### config.mk
export PLATFORM = sky130hd
export DESIGN_NAME = cmn_list_entry_release
export DESIGN_NICKNAME = d
export VERILOG_FILES = /design/src/rtl/cmn_list_entry_release.sv
export SDC_FILE = /design/constraint.sdc
export NUM_CORES = 1
export LEC_CHECK = 0
export CAP_MARGIN = 20
export CELL_PAD_IN_SITES_DETAIL_PLACEMENT = 1
export CELL_PAD_IN_SITES_GLOBAL_PLACEMENT = 2
export CORE_AREA = 2 2 137 139
export DETAILED_ROUTE_END_ITERATION = 8
export DIE_AREA = 0 0 139 141
export PLACE_DENSITY_LB_ADDON = 0.1
export SLEW_MARGIN = 20
export SYNTH_ARGS = -nofsm -noshare
export SYNTH_HDL_FRONTEND = slang
export SYNTH_SLANG_ARGS = --single-unit
### constraint.sdc
create_clock -name clk -period 5.66 [get_ports clk]
set_clock_uncertainty 0.15 [all_clocks]
set_input_delay 1.415 -clock clk [delete_from_list [all_inputs] [get_ports clk]]
set_output_delay 1.415 -clock clk [all_outputs]
set_load 0.03 [all_outputs]
### src/rtl/cmn_list_entry_release.sv
// cmn_list_entry_release: free/occupied state, free count and protocol error flags of the list allocator.
// Optional CMN_LIST_REL_BYPASS_EN makes a release visible on v_entry_free in its own cycle.
module cmn_list_entry_release #(
    parameter int ENTRY_NUM = 16,
    parameter int ALLOC_NUM = 4,
    parameter int REL_NUM   = 4,
    localparam int AWIDTH   = $clog2(ENTRY_NUM),
    localparam int CWIDTH   = $clog2(ENTRY_NUM + 1)
) (
    input  logic                                 clk,
    input  logic                                 rst,
    input  logic                                 flush,
    input  logic [ALLOC_NUM-1:0]                 v_alloc_vld,
    input  logic [ALLOC_NUM-1:0][ENTRY_NUM-1:0]  v_alloc_idx_oh,
    input  logic [REL_NUM-1:0]                   v_rel_vld,
    input  logic [REL_NUM-1:0][AWIDTH-1:0]       v_rel_idx_bin,
    output logic [ENTRY_NUM-1:0]                 v_entry_free,
    output logic [CWIDTH-1:0]                    free_cnt,
    output logic                                 free_lt_req,
    output logic                                 err_dbl_rel,
    output logic                                 err_bad_alloc
);
    logic [ENTRY_NUM-1:0] free_q, free_d, rel_mask, alloc_mask, vis;
    logic [CWIDTH-1:0]    free_cnt_q, free_cnt_d;
    logic                 free_lt_req_q, free_lt_req_d;
    logic                 err_dbl_rel_q, err_dbl_rel_d, err_bad_alloc_q, err_bad_alloc_d;
    logic                 dbl_hit, bad_hit;

    always_comb begin
        rel_mask   = '0;
        alloc_mask = '0;
        dbl_hit    = 1'b0;
        bad_hit    = 1'b0;
        for (int i = 0; i < REL_NUM; i++) begin
            if (v_rel_vld[i]) begin
                if (32'(v_rel_idx_bin[i]) >= 32'(ENTRY_NUM)) begin
                    dbl_hit = 1'b1;
                end else begin
                    if (free_q[v_rel_idx_bin[i]] || rel_mask[v_rel_idx_bin[i]]) dbl_hit = 1'b1;
                    rel_mask[v_rel_idx_bin[i]] = 1'b1;
                end
            end
        end
`ifdef CMN_LIST_REL_BYPASS_EN
        vis = free_q | rel_mask;
`else
        vis = free_q;
`endif
        for (int i = 0; i < ALLOC_NUM; i++) begin
            if (v_alloc_vld[i]) begin
                if ($countones(v_alloc_idx_oh[i]) != 1 || |(v_alloc_idx_oh[i] & ~vis)
                    || |(v_alloc_idx_oh[i] & alloc_mask)) bad_hit = 1'b1;
                alloc_mask = alloc_mask | v_alloc_idx_oh[i];
            end
        end
`ifndef CMN_LIST_REL_BYPASS_EN
        // without bypass a same-cycle release is not yet grantable
        if (|(alloc_mask & rel_mask)) bad_hit = 1'b1;
`endif
        free_d          = flush ? '1 : (free_q | rel_mask) & ~alloc_mask;
        free_cnt_d      = CWIDTH'($countones(free_d));
        free_lt_req_d   = 32'(free_cnt_d) < 32'(ALLOC_NUM);
        err_dbl_rel_d   = err_dbl_rel_q | (dbl_hit & ~flush);
        err_bad_alloc_d = err_bad_alloc_q | (bad_hit & ~flush);
    end

    always_ff @(posedge clk or posedge rst) begin
        if (rst) begin
            free_q          <= '1;
            free_cnt_q      <= CWIDTH'(ENTRY_NUM);
            free_lt_req_q   <= ENTRY_NUM < ALLOC_NUM;
            err_dbl_rel_q   <= 1'b0;
            err_bad_alloc_q <= 1'b0;
        end else begin
            free_q          <= free_d;
            free_cnt_q      <= free_cnt_d;
            free_lt_req_q   <= free_lt_req_d;
            err_dbl_rel_q   <= err_dbl_rel_d;
            err_bad_alloc_q <= err_bad_alloc_d;
        end
    end

    assign v_entry_free  = vis;
    assign free_cnt      = free_cnt_q;
    assign free_lt_req   = free_lt_req_q;
    assign err_dbl_rel   = err_dbl_rel_q;
    assign err_bad_alloc = err_bad_alloc_q;
endmodule

Word-level counts from Yosys, hierarchy flattened:

Memory sizes are Yosys's and may differ from the RTL's.
Cells that the tools add are included.

* register bits after elaboration: 24
* output and inout bits: 24
* word-level logic and storage cells: 189
* input bits: 91
* bits in read-only memories: 16
* memories: 1

* mux-type cells: 49
* bitwise operators: 23
* order comparisons: 9
* eq/ne operators: 4
* add/subtract/negate cells: 75
* reduce and logical (&&, ||, !) cells: 23

Memory list
* (name not given): words 16, width 1, rd ports 1, clocked after Yosys merged registers in 0, wr ports 0, line 39 `if (free_q[v_rel_idx_bin[i]] || rel_mask[v_rel_idx_bin[i]]) dbl_hit = 1'b1;`

Operators by type and width (number)
* 16-bit bitwise AND: 9
* 16-bit two-way mux: 9
* 16-bit OR reduction: 8
* 16-bit OR: 7
* 1-bit by 1-bit adder with 2-bit output: 40
* 2-bit by 2-bit adder with 3-bit output: 20
* 3-bit by 3-bit adder with 4-bit output: 10
* 16-bit NOT: 2
* 1-bit two-way mux: 29
* 1-bit binary-select mux with 4-bit select: 7
* 4-bit by 4-bit adder with 5-bit output: 5
* 4-bit by 5-bit < comparator with 1-bit output, second input constant: 4
* 5-bit by 1-bit inequality test with 1-bit output, second input constant: 4
* 1-bit demux with 4-bit select: 4
* 4-bit by 1-bit >= comparator with 1-bit output, second input constant: 4
* 1-bit logical OR: 11
* 5-bit by 3-bit < comparator with 1-bit output, second input constant: 1
* 1-bit logical AND: 4
* 1-bit bitwise AND: 2
* 1-bit OR: 2
* 1-bit NOT: 1

Depth between registers and ports, before layout:

Gate-level depths: netlist of the first run.

* depth after elaboration: 19
* mapped depth: 19
* gate-level depth less buffers: 18

Worst setup path before layout of the first run:

No wires, ideal clock.

* path kind: input-to-reg
* start point: in v_alloc_idx_oh[5] (netlist name)
* end point: reg err_bad_alloc_q (netlist: err_bad_alloc)
* setup time: 134 ps
* data arrival time: 5730 ps
* setup slack: -354 ps
* path buffers: 0
* data required time: 5376 ps
* cell stages on the path: 17
* cells stage by stage: inv_1 -> fa_1 -> inv_1 -> fa_1 -> fa_1 -> inv_1 -> fa_1 -> inv_1 -> ha_1 -> fa_1 -> nor4b_1 -> o221ai_1 -> a2111oi_0 -> a31oi_1 -> or4_1 -> a211oi_2 -> a32oi_1

* cells in the longest elaborated chain, start to end: 17
* elaborated cells between the ends (all ways): 37
* classes of those cells: 4 x add/sub; 1 x eq/ne; 13 x mux; 10 x bitwise; 9 x reduce/logical

Ends and longest elaborated chain
* start: declaration: line 14 `input logic [ALLOC_NUM-1:0][ENTRY_NUM-1:0] v_alloc_idx_oh,`
* 1-bit by 1-bit adder with 2-bit output (not written as such): line 51 `if ($countones(v_alloc_idx_oh[i]) != 1 || |(v_alloc_idx_oh[i] & ~vis)`
* 2-bit by 2-bit adder with 3-bit output (not written as such): line 51
* 3-bit by 3-bit adder with 4-bit output (not written as such): line 51
* 4-bit by 4-bit adder with 5-bit output (not written as such): line 51
* 5-bit by 1-bit inequality test with 1-bit output: line 51
* 1-bit logical OR: line 51
* 1-bit two-way mux: line 51
* 1-bit two-way mux: line 50 `if (v_alloc_vld[i]) begin`
* [... 2 more ...]
* 1-bit two-way mux: line 51
* 1-bit two-way mux: line 50
* 1-bit two-way mux: line 51
* 1-bit two-way mux: line 50
* 1-bit two-way mux (*): line 58 `if (|(alloc_mask & rel_mask)) bad_hit = 1'b1;`
* 1-bit bitwise AND (*): line 64 `err_bad_alloc_d = err_bad_alloc_q | (bad_hit & ~flush);`
* 1-bit OR (*): line 64
* via err_bad_alloc_d: line 26 `logic err_dbl_rel_q, err_dbl_rel_d, err_bad_alloc_q, err_bad_alloc_d;`
* end signal: assignment: line 79 `err_bad_alloc_q <= err_bad_alloc_d;`
* end: declaration: line 26

Mark *: on every way through the listed nets, which the timed path passes. The rest lies on a longest branch.

Worst setup path in the final report of the first run:

* start point: in v_alloc_idx_oh[15] (netlist name)
* end point: reg err_bad_alloc_q (netlist: err_bad_alloc)

The elaborated chain is that of the path after synthesis.

==> results of run 1 <==
==> routing by layer <==
layer,vias up,part of all wire [%]
met5,-,0
met4,0,4.1
met3,62,4.5
met2,234,51
met1,3343,41
li1,3054,-
==> final timing paths <==
| check | end | slack [ns] | cells past startpoint |
|---|---|---|---|
| min in group asynchronous | free_cnt[1] | 1.54 | 2 |
| max reg2reg | free_lt_req | 1.23 | 16 |
| min | err_bad_alloc | 0.46 | 2 |
| min reg2reg | err_bad_alloc | 0.46 | 2 |
| max | err_bad_alloc | -0.30 | 18 |
| max in group asynchronous | free_lt_req | 3.21 | 2 |
==> placed cells by master (no fill, tap or decap), types with 8 or more instances in the layout <==
cell             count
a21oi_1             12
a221oi_1             8
a222oi_1            12
a22oi_1             15
buf_2                9
buf_4              203
buf_6               10
clkbuf_2            14
clkdlybuf4s50_1     66
dfstp_2             17
dlygate4sd2_1       15
fa_1                48
ha_1                23
inv_1              129
inv_2                8
mux4_2               9
nand2_1             44
nand2_2              8
nand3_1              9
nor2_1              40
nor2_2               9
nor3_1              10
nor4_1              14
o21ai_0             28
o22ai_1             32
==> flip-flops by register name, indices dropped and copies added, names as in the netlist <==
signal and flops:
v_entry_free 16, free_cnt 5, err_bad_alloc 1, err_dbl_rel 1, free_lt_req 1
==> worst reg2reg max path: stages (launching register included) <==
cell,delay [ns]
dfstp_2,0.74
nor3_2,0.10
nor2_2,0.11
or2_4,0.12
inv_2,0.04
fa_1,0.53
inv_1,0.06
fa_1,0.46
fa_1,0.55
inv_1,0.05
fa_1,0.50
inv_1,0.04
ha_2,0.19
fa_2,0.37
a21oi_2,0.16
nor2b_2,0.06
nor3_1,0.12
==> area by class of cell <==
type | instances | area, µm²
Inverter | 137 | 514
Sequential cell | 24 | 622
Fill cell | 2221 | 9460
Clock inverter | 1 | 30.0
Timing Repair Buffer | 332 | 2770
Clock buffer | 3 | 75.1
Tap cell | 234 | 293
Multi-Input combinational cell | 489 | 4500
==> Yosys cell counts, types with 4 or more instances <==
library cell,count
nand2b_1,11
buf_2,10
nand3_1,13
or2_2,6
o21ai_0,29
inv_1,137
dfstp_2,17
o221ai_1,4
nor2b_1,7
nand4_1,7
ha_1,25
mux4_2,9
a22o_1,7
nor3_1,14
o21bai_1,6
a21oi_1,16
nor4b_1,4
a211o_1,5
nor4_1,18
a221oi_1,8
or3_1,5
a222oi_1,12
nand3b_1,7
a22oi_1,17
nand2_1,52
clkbuf_1,20
o22ai_1,41
fa_1,50
nor2_1,49
o31ai_1,5
dfrtp_1,7
==> logic make-up after synthesis <==
kind of cell,synth area share [%]
adder cells (fa/ha/maj),24.6
XOR/XNOR,0.821
AND/OR/NAND/NOR,20.4
flip-flops,11.7
AO/OA/AOI/OAI,25.3
multiplexers,4.39
buffers and inverters,12.7
==> metrics by stage <==
step | cells | area [µm²]
global route | 1220 | 8800
floorplan | 685 | 5410
global placement | 1196 | 8170
finish | 1220 | 8800
detailed placement | 1196 | 8170
CTS | 1217 | 8750
==> timing repair <==
item / CTS / global route
setup endpoints to repair: 7 / 6
gates resized for setup: 167 / 55
setup buffers: 16 / 3
pin swaps: 46 / 21
cloned: 2 / 0
hold buffers: 0 / 0
==> power groups by stage <==
stage               sequential (mW)  clock (mW)  combinational (mW)
finish                        0.272       0.212                1.53
global route                  0.274       0.222                1.70
CTS                           0.271       0.219                1.51
detailed placement            0.272           0                1.43
global placement              0.272           0                1.35
floorplan                     0.299           0               0.749
==> impl_metrics.yaml, run 1 <==
setup_path:
  cp-start-kind: "input port"
  critPathMaxStageDelay_ns: 0.55
  worst-setup-path-type: "input port to flip-flop"
  crit_path_top_delay_cell: "fa_1"
  path_common_cell: "fa_1"
  crit_path_end_kind: "flip-flop"
  arrival_ns: 5.96
  worstReg2RegStart: "v_entry_free[13]"
  crit_family: "adder cells"
  crit_fanout: 2
  path_buf_inv: 5
  critPathRequiredTime_ns: 5.66
  cp-startpoint: "v_alloc_idx_oh[15]"
  cp_cell_sequence: "clkbuf_2, fa_1, inv_2, fa_1, inv_1, fa_1, inv_2, fa_1, inv_2, ha_4, fa_1, nor4b_2, o221ai_2, a2111oi_4, a31oi_2, or4_1, a211oi_2, a32oi_1"
global_route:
  grt_pass1_wl_mm: 43.5
  grt_use_total_pct: 28.9
  antenna_found_initial: 0
  grt_overflow: 0
  grtUsageMet2_pct: 53.1
  grt_pass1_vias: 7520
  grt_max_degree: 25
  met1_usage_pct: 34.7
  grt.met3_usage_pct: 2.99
  busiest_layer: "met2"
logic_synthesis:
  synth_area_leader_cell: "fa_1"
  yosys_warnings: 0
  synth_fp_nets: 851
  synthCells: 685
  synth.distinct_cells: 71
  synth-edff-count: 0
  avgSynthCellArea_um2: 7.78
  synthesis.area_mm2: 0.00533
  async_reset_ff_share_pct: 100
  synth-seq-cells: 24
  synth_top_cell_area_share_pct: 18.8
  yosysSeqAreaShare_pct: 11.7
  ys.flop_type: "dfstp_2"
  synth_area_leaders: "fa_1, inv_1, dfstp_2"
die:
  start_util_pct: 29.2
  core_region_area_mm2: 0.0183
  die_area_mm2: 0.0196
  ios: 115
  die_h_um: 141
  rows: 50
  die_x_um: 139
clock_network:
  numCtsBuffers: 3
  cts_root_buffer: "clkbuf_16"
  htree_levels: 1
  cts_tree: "yes"
  clk_path_buf_depth: 2
  clock-sinks: 24
  cts.clk_slew.worst_paths_ns: 0.07
  clock_latency_ns: 0.27
power:
  clkPwrFrac_pct: 10.5
  power_leakage_nw: 4.14
  total_power_mw: 2.02
  seqPwrFrac_pct: 13.5
  power_density_mw_per_mm2: 229
  p_sw_share_pct: 45.6
  p_int_mw: 1.10
  combPwrFrac_pct: 76.0
  p_sw_uw: 919
  peakVddDrop_v: 0.000362
routing:
  wirelength_mm: 28.9
  num_vias: 6693
  drtPass1Iterations: 6
  drtIter0Drc: 452
  via_per_inst: 5.49
  wl_per_cell_um: 23.7
  drc: 0
  antenna_left: 0
placed_design:
  dp_hpwl_mm: 23.5
  port_buffers: 114
  gp_congestion: 0.986
  dp_slack_ns: -1.03
cells_and_area:
  drive_above_1_share_pct: 38.1
  nets: 1153
  area_growth_pct: 65.1
  final_util_pct: 48.2
  diodes: 0
sta:
  post-route-period-util_pct: 105
  fin_ws_ns: -0.300
  finalSetupViolCount: 3
  hold_ws_ns: 0.464
  slew_headroom_pct: 33.4
  slew_violations: 0
  hold_viol: 0
  fmax_ghz: 0.168
  tightest_slew_ns: 0.997
  rsz0062_at_grt: "true"
  finalCriticalPeriod_ns: 5.96
  setup_tns_ns: -0.342
hold_path:
  hold_start: "err_bad_alloc"
  hold_class: "flip-flop to flip-flop"
flow_run:
  drv_cap: 0
status:
  status: "complete, but fails checks"
  violations: "setup timing"
Power figures use the tool's default switching activity.
==> inputs of run 2 (changes only) <==
PLACE_DENSITY = 0.78   (was not set)
PLACE_DENSITY_LB_ADDON = not set   (was 0.1)
==> run 2 against run 1 <==
The run still ends with setup timing left. Non-clock buffer count grew 6. Sequential share of layout area is essentially flat. First-iteration DRC count grew 27%. Power shrank 0.39%. Largest cell class unchanged.
==> impl_metrics.yaml, run 2 (synthesized netlist as in run 1, its figures left out) <==
die:
  die_area_mm2: 0.0196
  ios: 115
  die_x_um: 139
  start_util_pct: 29.2
  core_region_area_mm2: 0.0183
  rows: 50
  die_h_um: 141
routing:
  drtPass1Iterations: 7
  wl_per_cell_um: 24.4
  wirelength_mm: 29.9
  via_per_inst: 5.56
  drc: 0
  num_vias: 6814
  antenna_left: 0
  drtIter0Drc: 576
placed_design:
  dp_hpwl_mm: 24.0
  postPlaceCellArea_mm2: 0.00812
  gp_congestion: 0.991
  port_buffers: 114
power:
  p_int_mw: 1.09
  power_density_mw_per_mm2: 227
  peakVddDrop_v: 0.000279
  power_leakage_nw: 4.18
  seqPwrFrac_pct: 13.9
  clkPwrFrac_pct: 10.3
  p_sw_uw: 922
  p_sw_share_pct: 45.9
  combPwrFrac_pct: 75.8
setup_path:
  crit_path_top_delay_cell: "fa_1"
  arrival_ns: 5.97
  cp-start-kind: "input port"
  worst-setup-path-type: "input port to flip-flop"
  crit_path_end_kind: "flip-flop"
  path_common_cell: "fa_1"
  cp_cell_sequence: "clkdlybuf4s50_1, fa_1, fa_1, fa_1, inv_1, fa_1, inv_1, ha_1, inv_1, fa_1, nand3_1, nor4_1, o221ai_1, nor4_1, a21bo_2, a32oi_1"
  crit_fanout: 2
  crit_family: "adder cells"
  critPathRequiredTime_ns: 5.65
  critPathMaxStageDelay_ns: 0.61
  path_buf_inv: 4
clock_network:
  cts_root_buffer: "clkbuf_16"
  clk_path_buf_depth: 2
  htree_levels: 1
  clock-sinks: 24
  cts.clk_slew.worst_paths_ns: 0.07
  clock_latency_ns: 0.26
  numCtsBuffers: 3
  cts_tree: "yes"
hold_path:
  hold_class: "flip-flop to flip-flop"
cells_and_area:
  final_area_mm2: 0.00886
  diodes: 0
  area_growth_pct: 66.1
  drive_above_1_share_pct: 38.0
  final_common_cell: "buf_4"
  final_cell_mix: "buf_4, inv_1, clkdlybuf4s50_1"
  nets: 1159
  largest_reg_flops: 16
sta:
  fmax_ghz: 0.167
  hold_viol: 0
  finalSetupViolCount: 2
  tightest_slew_ns: 0.989
  post-route-period-util_pct: 106
  hold_ws_ns: 0.457
  slew_headroom_pct: 34.0
  slew_violations: 0
  fin_ws_ns: -0.324
  rsz0062_at_grt: "true"
  finalCriticalPeriod_ns: 5.98
flow_run:
  drv_cap: 0
global_route:
  grt_max_degree: 25
  antenna_found_initial: 1
  grt_overflow: 0
  grt_pass1_wl_mm: 45.0
  grt_use_total_pct: 30.1
  grt_pass1_vias: 7668
status:
  violations: "setup timing"
  status: "complete, but fails checks"
## run 2: cell types whose count changed in the layout (fill, tap and decap cells not counted), moves of 3 or more
cell,before,now
buf_6,10,17
buf_8,1,5
clkdlybuf4s15_2,4,1
dlygate4sd2_1,15,12
inv_1,129,124
inv_2,8,13
nand2_2,8,4
nor2_2,9,5
nor2_4,0,3
nor4_1,14,17
## run 2: power groups by stage
stage / sequential, mW / combinational, mW / clock, mW
floorplan: 0.299 / 0.749 / 0
global placement: 0.277 / 1.32 / 0
detailed placement: 0.278 / 1.42 / 0
CTS: 0.277 / 1.50 / 0.213
global route: 0.280 / 1.69 / 0.217
finish: 0.279 / 1.52 / 0.207
## run 2: final timing paths
path                            cells past startpoint             to  slack (ns)                from
worst max-delay path                               16  err_bad_alloc       -0.32  v_alloc_idx_oh[55]
max in group asynchronous                           2    err_dbl_rel        3.23                 rst
min in group asynchronous                           2  err_bad_alloc        1.54                 rst
worst min-delay path                                2  err_bad_alloc        0.46       err_bad_alloc
worst max register to register                     15    free_lt_req        1.31    v_entry_free[13]
worst min register to register                      2  err_bad_alloc        0.46       err_bad_alloc
## run 2: metal layers
| layer | part of all wire (%) | vias to the layer above | GRT usage (%) |
|---|---|---|---|
| met5 | 0.037 | - | 0 |
| met4 | 5.1 | 2 | 13.3 |
| met3 | 6.0 | 88 | 3.80 |
| met2 | 50 | 293 | 54.0 |
| met1 | 39 | 3368 | 36.3 |
| li1 | - | 3063 | - |
## run 2: final cells by class
cell class | count | area, µm²
Clock buffer | 3 | 75.1
Clock inverter | 1 | 30.0
Fill cell | 2177 | 9410
Inverter | 137 | 514
Multi-Input combinational cell | 489 | 4490
Sequential cell | 24 | 622
Tap cell | 234 | 293
Timing Repair Buffer | 338 | 2830
## run 2: repair_timing
| item | in CTS | in global routing |
|---|---|---|
| hold buffers | 0 | 0 |
| gates resized for setup | 178 | 60 |
| buffers inserted | 25 | 8 |
| pin swaps | 57 | 27 |
| setup endpoints to repair | 7 | 6 |
## run 2: metrics by stage
stage | setup TNS (ns) | util [%] | setup slack [ns] | std cells | total power, mW
floorplan | -0.134 | - | -0.134 | 685 | 1.05
global placement | -5.79 | 44.5 | -1.02 | 1190 | 1.59
detailed placement | -6.02 | 44.5 | -1.19 | 1190 | 1.69
CTS | -0.906 | 47.9 | -0.818 | 1218 | 1.99
global route | -0.780 | 48.5 | -0.452 | 1226 | 2.19
finish | -0.332 | 48.5 | -0.324 | 1226 | 2.01
## run 2: worst reg2reg max path, cell delays in order, from the launching register on
cell and delay (ns):
dfstp_2 0.76, nor3_4 0.09, nor2_4 0.11, or2_4 0.12, inv_2 0.03, fa_1 0.48
inv_1 0.05, fa_1 0.46, fa_1 0.54, inv_1 0.05, fa_1 0.48, inv_1 0.05
ha_2 0.19, fa_2 0.38, xor2_2 0.17, nor3_1 0.16
==> inputs of run 3 (changes only) <==
ABC_AREA = 0   (was not set)
==> results of run 3 <==
Final layout, timing and power as in run 2 (identical DEF).
